===== src/rtl/fmul_seq.sv =====
// Multi-cycle IEEE-754 single-precision multiplier: radix-2 shift-add mantissa product,
// round-half-up, denormals flushed to zero, valid/ready on both sides.
module fmul_seq #(
  parameter int EXP_W    = 8,
  parameter int FRAC_W   = 23,
  parameter int EXP_BIAS = 127
) (
  input  logic              clk,
  input  logic              rst,
  input  logic              in_valid,
  output logic              in_ready,
  input  logic              A_sign,
  input  logic [EXP_W-1:0]  A_exp,
  input  logic [FRAC_W-1:0] A_frac,
  input  logic              B_sign,
  input  logic [EXP_W-1:0]  B_exp,
  input  logic [FRAC_W-1:0] B_frac,
  output logic              out_valid,
  input  logic              out_ready,
  output logic              sign,
  output logic [EXP_W-1:0]  exp,
  output logic [FRAC_W-1:0] frac,
  output logic              error,
  output logic              overflow,
  output logic [1:0]        dbg_state_o
);

  // Handshake: an operand pair transfers on a rising edge with in_valid & in_ready;
  // a result transfers on a rising edge with out_valid & out_ready. out_valid holds
  // and outputs stay stable until that transfer.

  localparam int MW = FRAC_W + 1;
  localparam int PW = 2 * MW;
  localparam int EW = EXP_W + 2;
  localparam int CW = $clog2(MW);
  localparam int EXP_MAX = (1 << EXP_W) - 1;
  localparam logic [FRAC_W-1:0] FRAC_NAN = {1'b1, {(FRAC_W-1){1'b0}}};

  typedef enum logic [1:0] {S_IDLE, S_MUL, S_NORM, S_DONE} state_t;

  state_t            state_q, state_d;
  logic [CW-1:0]     cnt_q, cnt_d;
  logic [PW-1:0]     acc_q, acc_d;
  logic [PW-1:0]     mcand_q, mcand_d;
  logic [MW-1:0]     mplier_q, mplier_d;
  logic [EW-1:0]     esum_q, esum_d;
  logic              sign_q, sign_d;
  logic [EXP_W-1:0]  exp_q, exp_d;
  logic [FRAC_W-1:0] frac_q, frac_d;
  logic              err_q, err_d;
  logic              ovf_q, ovf_d;

  logic a_zero, a_inf, a_nan, b_zero, b_inf, b_nan;
  logic is_nan, is_inf, is_zero;

  assign a_zero = (A_exp == '0);
  assign a_inf  = (A_exp == '1) && (A_frac == '0);
  assign a_nan  = (A_exp == '1) && (A_frac != '0);
  assign b_zero = (B_exp == '0);
  assign b_inf  = (B_exp == '1) && (B_frac == '0);
  assign b_nan  = (B_exp == '1) && (B_frac != '0);
  assign is_nan  = a_nan | b_nan | (a_zero & b_inf) | (a_inf & b_zero);
  assign is_inf  = a_inf | b_inf;
  assign is_zero = a_zero | b_zero;

  // Normalisation and rounding of the finished product
  logic [FRAC_W-1:0] mant;
  logic              guard;
  logic              e_inc;
  logic [FRAC_W:0]   rsum;
  logic              carry;
  logic [EW-1:0]     e_norm;
  logic              e_over, e_under;

  always_comb begin
    mant  = '0;
    guard = 1'b0;
    e_inc = 1'b0;
    if (acc_q[PW-1]) begin
      mant  = acc_q[PW-2 -: FRAC_W];
      guard = acc_q[PW-2-FRAC_W];
      e_inc = 1'b1;
    end else begin
      mant  = acc_q[PW-3 -: FRAC_W];
      guard = acc_q[PW-3-FRAC_W];
    end
    rsum   = {1'b0, mant} + {{FRAC_W{1'b0}}, guard};
    carry  = rsum[FRAC_W];
    // Two's-complement wrap in EW bits; MSB acts as the sign.
    e_norm = esum_q - EW'(EXP_BIAS) + EW'(e_inc) + EW'(carry);
    e_over  = !e_norm[EW-1] && (e_norm >= EW'(EXP_MAX));
    e_under = e_norm[EW-1] || (e_norm == '0);
  end

  always_comb begin
    state_d  = state_q;
    cnt_d    = cnt_q;
    acc_d    = acc_q;
    mcand_d  = mcand_q;
    mplier_d = mplier_q;
    esum_d   = esum_q;
    sign_d   = sign_q;
    exp_d    = exp_q;
    frac_d   = frac_q;
    err_d    = err_q;
    ovf_d    = ovf_q;
    case (state_q)
      S_IDLE: begin
        if (in_valid) begin
          sign_d = A_sign ^ B_sign;
          err_d  = 1'b0;
          ovf_d  = 1'b0;
          if (is_nan) begin
            exp_d   = '1;
            frac_d  = FRAC_NAN;
            err_d   = 1'b1;
            state_d = S_DONE;
          end else if (is_inf) begin
            exp_d   = '1;
            frac_d  = '0;
            ovf_d   = 1'b1;
            state_d = S_DONE;
          end else if (is_zero) begin
            exp_d   = '0;
            frac_d  = '0;
            state_d = S_DONE;
          end else begin
            acc_d    = '0;
            mcand_d  = {{MW{1'b0}}, 1'b1, A_frac};
            mplier_d = {1'b1, B_frac};
            esum_d   = EW'(A_exp) + EW'(B_exp);
            cnt_d    = '0;
            state_d  = S_MUL;
          end
        end
      end
      S_MUL: begin
        if (mplier_q[0]) acc_d = acc_q + mcand_q;
        mcand_d  = mcand_q << 1;
        mplier_d = mplier_q >> 1;
        cnt_d    = cnt_q + 1'b1;
        if (cnt_q == CW'(MW-1)) state_d = S_NORM;
      end
      S_NORM: begin
        if (e_over) begin
          exp_d  = '1;
          frac_d = '0;
          ovf_d  = 1'b1;
        end else if (e_under) begin
          exp_d  = '0;
          frac_d = '0;
        end else begin
          exp_d  = e_norm[EXP_W-1:0];
          frac_d = carry ? '0 : rsum[FRAC_W-1:0];
        end
        state_d = S_DONE;
      end
      S_DONE: begin
        if (out_ready) state_d = S_IDLE;
      end
      default: state_d = S_IDLE;
    endcase
  end

  always_ff @(posedge clk) begin
    if (rst) begin
      state_q  <= S_IDLE;
      cnt_q    <= '0;
      acc_q    <= '0;
      mcand_q  <= '0;
      mplier_q <= '0;
      esum_q   <= '0;
      sign_q   <= 1'b0;
      exp_q    <= '0;
      frac_q   <= '0;
      err_q    <= 1'b0;
      ovf_q    <= 1'b0;
    end else begin
      state_q  <= state_d;
      cnt_q    <= cnt_d;
      acc_q    <= acc_d;
      mcand_q  <= mcand_d;
      mplier_q <= mplier_d;
      esum_q   <= esum_d;
      sign_q   <= sign_d;
      exp_q    <= exp_d;
      frac_q   <= frac_d;
      err_q    <= err_d;
      ovf_q    <= ovf_d;
    end
  end

  assign in_ready    = (state_q == S_IDLE);
  assign out_valid   = (state_q == S_DONE);
  assign sign        = sign_q;
  assign exp         = exp_q;
  assign frac        = frac_q;
  assign error       = err_q;
  assign overflow    = ovf_q;
  assign dbg_state_o = state_q;

endmodule

===== config.mk =====
export PLATFORM = sky130hd
export DESIGN_NAME = fmul_seq
export DESIGN_NICKNAME = d
export VERILOG_FILES = /design/src/rtl/fmul_seq.sv
export SDC_FILE = /design/constraint.sdc
export NUM_CORES = 1
export LEC_CHECK = 0
export CAP_MARGIN = 10
export CORE_AREA = 2 2 169 171
export DETAILED_ROUTE_END_ITERATION = 6
export DIE_AREA = 0 0 171 173
export PLACE_DENSITY_LB_ADDON = 0.25
export SETUP_SLACK_MARGIN = 0.4
export SYNTH_ARGS = -nofsm -noshare
export SYNTH_HDL_FRONTEND = slang
export SYNTH_SLANG_ARGS = --single-unit

===== constraint.sdc =====
create_clock -name clk -period 11.25 [get_ports clk]
set_clock_uncertainty 0.05 [all_clocks]
set_input_delay 2.25 -clock clk [delete_from_list [all_inputs] [get_ports clk]]
set_output_delay 2.25 -clock clk [all_outputs]
set_load 0.1 [all_outputs]

Yosys cells after proc, flatten, opt, wreduce, memory -nomap -nowiden
Index checks and enable logic that the tools add are counted.

word-level totals
  register bits = 171
  input bits = 68
  output and inout port bits = 38
  word-level logic and storage cells = 121

operators by class
  add/subtract/negate cells = 7
  order comparisons = 1
  eq/ne operators = 15
  mux-type cells = 52
  bitwise logic cells = 11
  reductions and logical operators = 24

operators by type and width
  kind                     count
  $mux W48                 9
  $pmux W48 S2             2
  $mux W23                 8
  $mux W24                 4
  $add A48 B48 Y48         1
  $mux W8                  6
  $pmux W24 S2             1
  $logic_not A23 Y1        2
  $pmux W23 S2             1
  $reduce_bool A23 Y1      2
  $add A23 B1 Y24          1
  $add A10 B1 Y10          2
  $mux W5                  4
  $eq A8 B8 Y1 const B     2
  $logic_not A8 Y1         2
  $pmux W8 S2              1
  $ne A2 B2 Y1 const B     7
  $mux W2                  6
  $ge A10 B8 Y1 const B    1
  $logic_not A10 Y1        1
  $pmux W5 S2              1
  $reduce_and A5 Y1        2
  $sub A10 B7 Y10 const B  1
  $add A8 B8 Y9            1
  21 further kinds         42

Depth between registers and ports, before layout
Gate-level depths: netlist (run 1).

  word-level depth = 8
  gate-level depth with buffers = 24
  mapped depth without buffers = 20

Worst setup path before layout (run 1)
Ideal clock, no wire load.

  path type = register to register
  start = reg acc_q[47]
  end = reg frac_q[21], in the netlist frac[21]
  library setup time = 70 ps
  data arrival time = 4911 ps
  data required time = 11130 ps
  path slack = 6219 ps
  cell stages (with the launch flop) = 24
  buffers on the path = 4
  period minus slack after synthesis = 5031 ps
  path through = dfxtp_1 buf_4 clkbuf_1 clkbuf_1 mux2_2 ha_1 nand3_2 a211oi_4 and4_4 and4_4 nand3b_1 ha_1 inv_1 ha_1 inv_1 fa_1 nor2_1 nand3_1 xor2_1 a41o_1 nor3b_2 buf_2 o2111ai_1 a21oi_1

between the ends
  longest elaborated chain between the ends = 8
  elaborated cells between the ends (all ways) = 15
  classes of those cells = 3 x add/sub; 1 x order compare; 7 x mux; 4 x reduce/logical

ends and longest elaborated chain
  element                                                  RTL line  text
  start, declared                                          43        logic [PW-1:0] acc_q, acc_d;
  start signal, assigned                                   169       acc_q <= '0;
  start signal, assigned                                   181       acc_q <= acc_d;
  branches (longest 6 deep; another with $add A23 B1 Y24)  --
  $mux W23 (*)                                             145       if (e_over) begin
  $pmux W23 S2 (*)                                         107       case (state_q)
  end signal, assigned                                     187       frac_q <= frac_d;
  end, declared                                            49        logic [FRAC_W-1:0] frac_q, frac_d;

Every way passes the cells marked *.
A chain may end at the register's enable or synchronous reset.

Worst setup path in the final report (run 1)
  start = in B_exp[5]
  end = reg acc_q[45]

between the ends
  longest elaborated chain between the ends = 7
  elaborated cells between the ends (all ways) = 15
  classes of those cells = 4 x eq/ne; 7 x bitwise; 4 x reduce/logical

ends and longest elaborated chain
  element                                               RTL line  text
  start, declared                                       16        input logic [EXP_W-1:0] B_exp,
  $eq A8 B8 Y1                                          60, 61
  $logic_and A1 B1 Y1, on equally long branches         61, 60
  $or A1 B1 Y1 / $and A1 B1 Y1 (equally long branches)  62        assign is_nan = a_nan | b_nan | (a_zero & b_inf) | (a_inf & b_zero);
  $or A1 B1 Y1 (2 in a row)                             62
  $ne A2 B2 Y1 (no source line)                         --
  $reduce_and A6 Y1 (no source line) (*)                --

Every way passes the cells marked *; elsewhere a longest branch is shown, timed or not.

==> impl_results.md, run 1 <==
- Worst-path clk slew: 0.07 ns
- Ys flop type: dfxtp_1
- Drt pass-1 iters: 7
- Initial antenna violation count: 1
- Fraction of layout cells with a size suffix above 1: 5.00%
- Critical path class: in -> reg
- Syn Nets: 1536
- Vias: 10230
- GRT overflow: 0
- Rel. slew slack: 31.4%
- Crit Path Max Fanout: 46
- Cell count after synthesis: 1398
- Post-synth EDFFs: 0
- GPL Wtd Cong: 0.862
- Worst vdd ir: 0.000124 V
- Worst Max-Slew Pin Slew: 1.03 ns
- Number of fill cells: 2799
- Vias in the first global route: 9529
- PostCTS Resize Cnt: 0
- Die height: 173 microns
- Pin count of the biggest net entering global routing: 82
- Buffers added on ports: 105
- Nature of the critical path endpoint: register
- Total Neg Setup Slack: 0 ns
- Register area share after synthesis: 31.2%
- Total CTS buffers: 17
- Initial Util: 39.4%
- Yosys reg bits: 170
- DRT Wirelength: 29700 microns
- Fmax: 184 MHz
- Synthesis-to-layout area growth: 17.3%
- Ys async rst share: 0%
- Period utilisation layout: 48.4%
- WL per Instance: 16.2 microns
- Root buf cell: clkbuf_16
- Post-DP HPWL: 21600 microns
- Pwr/cell area: 175 nW/um^2
- CTS tree: done
- Hold buffer count at cts: 0
- Pleak: 4.76 nW
- Yosys cell types: 80
- Final slew viol count: 0
- Post-CTS setup buffers: 0
- Die ar.: 29600 sq um
- CORE AREA: 27600 sq um
- Clock Path Buffers: 2
- Rows: 61
- Crit path DAT: 5.77 ns
- Antenna viol nets, final: 0
- Synth warn: 0
- Boundary Pins: 106
- Antenna cell count: 0
- H-Tree Depth: 4
- First-pass GRT wire length: 49100 microns
- Vias per cell: 5.57
- Fin. Hold Viols: 0
- Max-Cap Viols: 0
- GRT Util Overall: 20.1%
- RSZ-0062 raised after global routing: false
- DRC viols: 0
- Clk sinks: 170
- Final min period: 5.44 ns
- Syn avg cell area: 7.79 sq um
- Setup-failing EPs final: 0
- Worst Hold Class: reg -> reg
- Layout Nets: 1585
- Crit start category: primary input
- Mapped cell area: 10900 sq um
- DR iter-0 viols: 649
- Fin util: 46.2%
- Clk_lat worst skew: 0.44 ns
- Status: complete, no violations
- Die width: 171 microns
- Req. time, crit path: 11.58 ns
[report_power, final]
part	total (mW)	internal, mW	leakage, nW	switching, mW
Clock	0.598	0.321	0.285	0.278
Combinational	0.853	0.290	3.09	0.563
Sequential	0.783	0.696	1.38	0.0875
[worst paths after layout]
path,depth (start not counted),to,slack (ns),from
setup / recovery,11,acc_q[45],5.81,B_exp[5]
setup reg to reg,22,frac[21],5.89,acc_q[47]
hold reg to reg,2,frac[17],0.40,frac[17]
hold / removal,2,frac[17],0.40,frac[17]
[state kept, by name, summed over array words and instances, names as in the netlist]
name and cells:
acc_q 48, cnt_q 5, dbg_state_o 2, error 1, esum_q 9, exp 8, frac 23, mcand_q 48
mplier_q 24, overflow 1, sign 1
[worst max-delay path, cell delays in order]
cell	delay (ns)
clkdlybuf4s50_1	0.46
nand4_1	0.12
or2_2	0.15
nand4_1	0.23
o22ai_4	0.16
buf_4	0.46
and3_1	0.69
nand2b_1	0.63
nor4_1	0.43
a21oi_1	0.07
nand3_1	0.08
[kinds of logic (layout without fill, tap and decap cells)]
| family | after synthesis | count (layout) | share of synthesized area (%) |
|---|---|---|---|
| XOR/XNOR | 66 | 66 | 5.38 |
| AND/OR/NAND/NOR | 502 | 502 | 21.6 |
| buffers and inverters | 116 | 178 | 4.22 |
| adder cells (fa/ha/maj) | 70 | 70 | 8.25 |
| AO/OA/AOI/OAI | 422 | 422 | 24.5 |
| multiplexers | 52 | 52 | 4.84 |
| flip-flops | 170 | 170 | 31.2 |
[cell type report]
class / instances / area [sq um] / share of cell area, %
clock inverters: 14 / 149 / 1.17
multi-input cells: 1112 / 7070 / 55.3
clock buffers: 18 / 439 / 3.44
flip-flops and latches: 170 / 3400 / 26.6
repair buffers: 116 / 1130 / 8.85
well taps: 378 / 473 / 3.70
inverters: 30 / 113 / 0.881
[cells in the mapped netlist (5+ instances only)]
library cell | instances | share of area, %
nand2_1 | 178 | 6.1
dfxtp_1 | 170 | 31
a21oi_1 | 164 | 7.5
nor2_1 | 123 | 4.2
nand3_1 | 68 | 3.1
ha_1 | 67 | 7.7
clkbuf_1 | 66 | 2.3
a211oi_1 | 56 | 3.9
mux2i_1 | 47 | 4.3
o21ai_0 | 47 | 2.2
xor2_1 | 34 | 2.7
xnor2_1 | 31 | 2.5
inv_1 | 29 | 1.0
a21o_1 | 28 | 1.9
nand4_1 | 25 | 1.4
o21ai_1 | 23 | 1.1
nor4_1 | 22 | 1.3
a22oi_1 | 21 | 1.4
nor3_1 | 14 | 0.64
and2_1 | 12 | 0.69
nand2b_1 | 11 | 0.63
buf_2 | 10 | 0.46
nor2b_1 | 10 | 0.57
o21bai_1 | 10 | 0.69
a31oi_1 | 9 | 0.52
and3_1 | 7 | 0.40
buf_1 | 7 | 0.24
o21a_1 | 6 | 0.41
a211o_1 | 5 | 0.40
o31ai_1 | 5 | 0.34
or2_2 | 5 | 0.29
[layout by cell type (no fill, tap or decap), types with 5 or more instances in the layout]
cell type / count
and2_1: 12
nor3_1: 14
ha_1: 66
nand2b_1: 11
nor2_1: 123
a31oi_1: 9
o21bai_1: 10
o31ai_1: 5
nand2_1: 178
a22oi_1: 20
mux2i_1: 47
clkbuf_16: 17
inv_6: 6
inv_1: 29
clkdlybuf4s50_1: 104
a211oi_1: 56
xor2_1: 34
or2_2: 5
a21oi_1: 163
nand3_1: 68
and3_1: 7
nor2b_1: 10
dfxtp_1: 169
o21ai_0: 46
buf_4: 12
o21a_1: 6
xnor2_1: 31
a211o_1: 5
o21ai_1: 23
nand4_1: 25
nor4_1: 22
a21o_1: 28
[stage by stage]
step | worst slack (ns) | std cells | area (sq um) | hold WS (ns) | total power, mW
floorplan | 6.22 | 1398 | 10900 | 0.382 | 1.41
global placement | 5.43 | 1806 | 12200 | 0.391 | 1.63
detailed placement | 5.39 | 1806 | 12200 | 0.395 | 1.64
CTS | 5.84 | 1838 | 12800 | 0.404 | 2.24
global route | 5.37 | 1838 | 12800 | 0.422 | 2.37
finish | 5.81 | 1838 | 12800 | 0.401 | 2.23
[per-layer routing]
layer	track usage [%]	wire, microns	vias to the layer above
met5	0	13	-
li1	-	-	5169
met2	33.0	13800	217
met3	3.00	1040	24
met4	4.24	336	2
met1	28.0	14500	4818
Note: power is estimated with default switching activity, not from simulation.
==> run 2, diff against run 1 <==
==> constraint.sdc (replaced) <==
create_clock -name clk -period 4.7 [get_ports clk]
set_clock_uncertainty 0.05 [all_clocks]
set_input_delay 0.94 -clock clk [delete_from_list [all_inputs] [get_ports clk]]
set_output_delay 0.94 -clock clk [all_outputs]
set_load 0.1 [all_outputs]
==> run 2 against run 1 <==
Wire length up 3.5%. Sequential share of layout area down 0.84 points. Combinational power increased by 150%. Via count rose by 2.8%. Cell area rose by 3.4%. Global-route usage is 0.67 points higher.
==> impl_results.md, run 2 (synthesized netlist as in run 1, its figures left out) <==
- Hold buffer count at cts: 0 (unchanged)
- Crit path DAT: 4.65 ns (-1.12 ns)
- WL per Instance: 16.4 microns (+1.6%)
- Number of instances in the placed design: 1827 (+1.2%)
- Non-Filler Instances: 1873 (+1.9%)
- Met1 Resource Use GR: 27.3% (-0.68 points)
- Worst Hold Class: reg -> reg
- Boundary Pins: 106 (unchanged)
- Crit path buf inv count: 4 (+2)
- Root buf cell: clkbuf_16
- Total CTS buffers: 17 (unchanged)
- Total Neg Setup Slack: 0 ns (unchanged)
- Pleak: 4.97 nW (+4.4%)
- Most common library cell in the layout ignoring fill and taps: nand2_1
- Antenna cell count: 0 (unchanged)
- Rows: 61 (unchanged)
- Die height: 173 microns (unchanged)
- RSZ-0062 raised after global routing: true
- Clock Path Buffers: 2 (unchanged)
- First-pass GRT wire length: 50100 microns (+2.1%)
- Critical path class: reg -> reg
- Antenna viol nets, final: 0 (unchanged)
- Delay-heaviest family, CP: simple AND/OR/NAND/NOR gates
- DR iter-0 viols: 589 (-9.2%)
- Worst-path clk slew: 0.07 ns (about the same)
- Fin. Hold Viols: 0 (unchanged)
- Initial Util: 39.4% (unchanged)
- Post-DP HPWL: 22300 microns (+3.4%)
- Drt pass-1 iters: 5 (-2)
- Fmax: 230 MHz
- Setup-failing EPs final: 0 (unchanged)
- Clk sinks: 170 (unchanged)
- Synthesis-to-layout area growth: 21.3%
- Final min period: 4.35 ns
- Crit Path Max Fanout: 5 (-89%)
- CP max stage cell: fa_2
- Layout Nets: 1620 (+2.2%)
- H-Tree Depth: 4 (unchanged)
- Top Usage Layer GRT: met2
- Cell-by-cell trace of the critical path: mux2_4, ha_4, nand3_4, a211oi_4, and4_4, and4_4, nand3b_1, ha_1, inv_1, ha_2, inv_2, fa_2, a22o_1, and4_1, a41o_4, nor3b_4, buf_6, buf_6, nand3_1, a21oi_1
- GPL Wtd Cong: 0.918 (+6.4%)
- Period utilisation layout: 92.5%
- Rel. slew slack: 32.4% (+1.0 points)
- CORE AREA: 27600 sq um (unchanged)
- Worst Max-Slew Pin Slew: 1.01 ns (-0.0153 ns)
- CTS tree: done
- Vias in the first global route: 10001 (+5.0%)
- Crit start category: register
- Die width: 171 microns (unchanged)
- Fraction of layout cells with a size suffix above 1: 8.36% (+3.4 points)
- Initial antenna violation count: 0 (-1)
- Nature of the critical path endpoint: register
- Max-Cap Viols: 0 (unchanged)
- GRT Util Overall: 20.8% (+0.67 points)
- GRT met3 Usage: 3.78% (+0.78 points)
- Worst vdd ir: 0.000252 V (+100%)
- Clk_lat worst skew: 0.44 ns (about the same)
- Pwr/cell area: 413 nW/um^2 (+140%)
- Die ar.: 29600 sq um (unchanged)
- Biggest regs: acc_q: 48 flops, mcand_q: 48 flops, mplier_q: 24 flops
- Routing usage on met2: 34.2% (+1.3 points)
- Req. time, crit path: 5.00 ns (-6.58 ns)
- Pin count of the biggest net entering global routing: 96 (+17%)
- GRT overflow: 0 (unchanged)
- Final slew viol count: 0 (unchanged)
- Status: complete, no violations
- Most frequent cells in the layout: nand2_1 (178), dfxtp_1 (168), a21oi_1 (161)
- DRC viols: 0 (unchanged)
- Largest stage delay, worst path: 0.48 ns (-0.21 ns)
- Vias: 10512 (+2.8%)
- DRT Wirelength: 30800 microns (+3.5%)
- Vias per cell: 5.61 (+0.84%)
- Buffers added on ports: 105 (unchanged)
-- run 2: cell types whose count changed in the layout (fill, tap and decap cells not counted), moves of 3 or more --
cell,delta
inv_6,-5
clkinv_2,+3
buf_4,+30
buf_6,+5
inv_8,-3
-- run 2: cell type report --
cell class | count | area, sq um
multi-input cells | 1112 | 7190
fillers | 2792 | 14400
well taps | 378 | 473
inverters | 30 | 113
flip-flops and latches | 170 | 3410
clock buffers | 22 | 474
repair buffers | 151 | 1410
clock inverters | 10 | 139
-- run 2: metrics by stage --
stage	utilization [%]	hold WS (ns)	total power, mW	instance area [sq um]	setup WS, ns
2_1_floorplan	-	0.382	3.38	11000	0.184
3_3_place_gp	44.9	0.390	3.93	12400	0.338
3_5_place_dp	44.9	0.398	3.96	12400	0.298
4_1_cts	47.3	0.407	5.45	13100	0.427
5_1_grt	47.8	0.418	5.79	13200	0.228
6_report	47.8	0.404	5.46	13200	0.353
-- run 2: path summary, 6_finish.rpt --
kind	from	endpoint	slack, ns	cells after the start
worst min-delay path	frac[18]	frac[18]	0.40	2
worst max-delay path	acc_q[47]	frac[0]	0.35	20
worst min register to register	frac[18]	frac[18]	0.40	2
worst max register to register	acc_q[47]	frac[0]	0.35	20
-- run 2: worst reg2reg max path: cells and delay by family, from the launching register on --
kind                       cells  cell delay [ns]
AOI/OAI and AO/OA              4             0.93
adders and majority gates      4             1.14
buffers and inverters          4             0.38
DFF                            1             0.36
muxes                          1             0.21
and+or+nand+nor                7             1.18
-- run 2: where the power goes --
group / leakage, nW / total, mW / switching [mW] / internal, mW
sequential: 1.38 / 1.86 / 0.193 / 1.67
clock: 0.300 / 1.48 / 0.601 / 0.880
combinational: 3.29 / 2.12 / 1.38 / 0.734
-- run 2: timing repair --
action / 4_1_cts / 5_1_grt
setup endpoints to repair: 22 / 32
resized for setup: 9 / 18
setup buffers: 3 / 8
pin swaps: 4 / 20
gates cloned: 2 / 1
-- run 2: routing by layer --
metal	vias to the layer above	share of wire, %
li1	5270	-
met3	51	4.7
met5	-	0
met2	264	47
met1	4927	46
met4	0	2.3
==> run 3, diff against run 2 <==
--- a/config.mk
+++ b/config.mk
@@ -6,9 +6,9 @@
 export NUM_CORES = 1
 export LEC_CHECK = 0
 export CAP_MARGIN = 10
-export CORE_AREA = 2 2 169 171
+export CORE_AREA = 2 2 159 161
 export DETAILED_ROUTE_END_ITERATION = 6
-export DIE_AREA = 0 0 171 173
+export DIE_AREA = 0 0 161 163
 export PLACE_DENSITY_LB_ADDON = 0.25
 export SETUP_SLACK_MARGIN = 0.4
 export SYNTH_ARGS = -nofsm -noshare
==> run 3 against run 2 <==
Sequential share of layout area barely moved. Non-clock buffer count unchanged. Setup slack improved by 0.015 ns. Worst hold slack improved by 0.0011 ns. Sequential power about the same. Critical endpoint is now frac[18]. Largest cell class unchanged.
==> impl_results.md, run 3 (synthesized netlist as in run 1, its figures left out) <==
- Die width: 161 microns (-5.8%)
- Hold buffer count at cts: 0 (unchanged)
- Multi-input gate area: 7190 sq um (about the same)
- Fin Hold WS: 0.406 ns (+0.00111 ns)
- DRC viols: 0 (unchanged)
- Vias per cell: 5.70 (+1.6%)
- Req. time, crit path: 5.02 ns (+0.02 ns)
- H-Tree Depth: 4 (unchanged)
- DR iter-0 viols: 688 (+17%)
- Drt pass-1 iters: 5 (unchanged)
- FF+latch area: 3410 sq um (unchanged)
- Setup slack after layout: 0.368 ns (+0.0152 ns)
- Buffers added on ports: 105 (unchanged)
- Worst Hold Class: reg -> reg
- Crit Path Max Fanout: 9 (+4)
- Setup-failing EPs final: 0 (unchanged)
- Nature of the critical path endpoint: register
- GRT overflow: 0 (unchanged)
- Root buf cell: clkbuf_16
- Antenna cell count: 0 (unchanged)
- Boundary Pins: 106 (unchanged)
- Fin. Hold Viols: 0 (unchanged)
- Final min period: 4.33 ns (-0.0152 ns)
- Die height: 163 microns (-5.8%)
- Total CTS buffers: 17 (unchanged)
- Worst-path clk slew: 0.07 ns (about the same)
- Critical path class: reg -> reg
- CTS tree: done
- Crit start category: register
- RSZ-0062 raised after global routing: true
- CORE AREA: 24700 sq um (-11%)
- Layout Nets: 1620 (unchanged)
- GRT Util Overall: 22.7% (+1.8 points)
- Most common library cell in the layout ignoring fill and taps: nand2_1
- Pin count of the biggest net entering global routing: 119 (+24%)
- Antenna viol nets, final: 0 (unchanged)
- Most frequent cells in the layout: nand2_1 (178), dfxtp_1 (168), a21oi_1 (160)
- Rel. slew slack: 22.6% (-9.9 points)
- Worst Max-Slew Pin Slew: 1.16 ns (+0.151 ns)
- Biggest regs: acc_q: 48 flops, mcand_q: 48 flops, mplier_q: 24 flops
- Clk_lat worst skew: 0.44 ns (about the same)
- Worst vdd ir: 0.000357 V (+42%)
- GPL Wtd Cong: 0.935 (+1.8%)
- Die ar.: 26200 sq um (-11%)
- DRT Wirelength: 30100 microns (-2.0%)
- Pleak: 5.00 nW (+0.67%)
- Status: complete, no violations
- Number of fill cells: 2290 (-18%)
- Crit path DAT: 4.66 ns (about the same)
- Vias: 10403 (-1.0%)
- Clock Path Buffers: 2 (unchanged)
- Pwr/cell area: 418 nW/um^2 (+1.3%)
- Initial Util: 44.1% (+4.7 points)
- Max-Cap Viols: 0 (unchanged)
- Final slew viol count: 0 (unchanged)
- Total Neg Setup Slack: 0 ns (unchanged)
- Vias in the first global route: 9766 (-2.3%)
- Rows: 58 (-4.9%)
- Dpl ws: 0.250 ns (-0.0482 ns)
- Initial antenna violation count: 0 (unchanged)
- Fraction of layout cells with a size suffix above 1: 8.63% (+0.27 points)
- First-pass GRT wire length: 48700 microns (-2.9%)
- WL per Instance: 16.5 microns (+0.60%)
- Period utilisation layout: 92.2% (-0.32 points)
- Fmax: 231 MHz (+0.35%)
- Synthesis-to-layout area growth: 21.4% (about the same)
- Clk sinks: 170 (unchanged)
- Post-DP HPWL: 21800 microns (-2.3%)
==> run 3: where the power goes <==
| part | internal [mW] | switching [mW] | total [mW] |
|---|---|---|---|
| registers | 1.67 | 0.188 | 1.85 |
| logic | 0.732 | 1.40 | 2.13 |
| clock network | 0.925 | 0.625 | 1.55 |
==> run 3: worst max-delay path, stage by stage (launching register included) <==
cell and delay [ns]:
dfxtp_4 0.36, mux2_4 0.21, ha_4 0.15, nand3_4 0.09
a211oi_4 0.19, and4_4 0.27, and4_4 0.21, nand3b_1 0.14
ha_1 0.32, inv_1 0.06, ha_2 0.18, inv_2 0.04
fa_2 0.48, a22o_1 0.26, and4_1 0.15, a41o_2 0.31
nor3b_4 0.25, buf_4 0.17, clkbuf_16 0.15, o2111ai_1 0.09
a21oi_1 0.13
==> run 3: path summary, 6_finish.rpt <==
path | startpoint | to | slack [ns] | depth (start not counted)
setup / recovery | acc_q[47] | frac[18] | 0.37 | 20
hold reg to reg | frac[18] | frac[18] | 0.41 | 2
setup reg to reg | acc_q[47] | frac[18] | 0.37 | 20
hold / removal | frac[18] | frac[18] | 0.41 | 2
==> run 3: routing by layer <==
metal  up-vias  share of wire [%]  global-route usage, %
met5         -                  0                      0
met4         0                2.0                   7.26
met3        40                4.5                   3.31
met2       246                 48                   38.8
met1      4861                 46                   29.5
li1       5256                  -                      -
==> run 3: through the flow <==
| stage | total power, mW | cell area, sq um | instances | util, % |
|---|---|---|---|---|
| 5_1_grt | 5.84 | 13200 | 1824 | 53.6 |
| 2_1_floorplan | 3.38 | 11000 | 1398 | - |
| 3_5_place_dp | 3.95 | 12400 | 1780 | 50.1 |
| 4_1_cts | 5.50 | 13000 | 1812 | 52.7 |
| 6_report | 5.53 | 13200 | 1824 | 53.6 |
| 3_3_place_gp | 3.91 | 12400 | 1780 | 50.1 |
==> run 3: area by class of cell <==
class                   instances  area share [%]
repair buffers                151            11.0
well taps                     330            3.12
multi-input cells            1112            54.4
flip-flops and latches        170            25.8
clock buffers                  19            3.43
clock inverters                12            1.42
inverters                      30           0.852
==> run 3: timing repair <==
item / CTS / global route
pin swaps: 2 / 21
buffers inserted: 1 / 10
gates resized for setup: 2 / 21
cloned: 0 / 2
setup endpoints to repair: 21 / 32
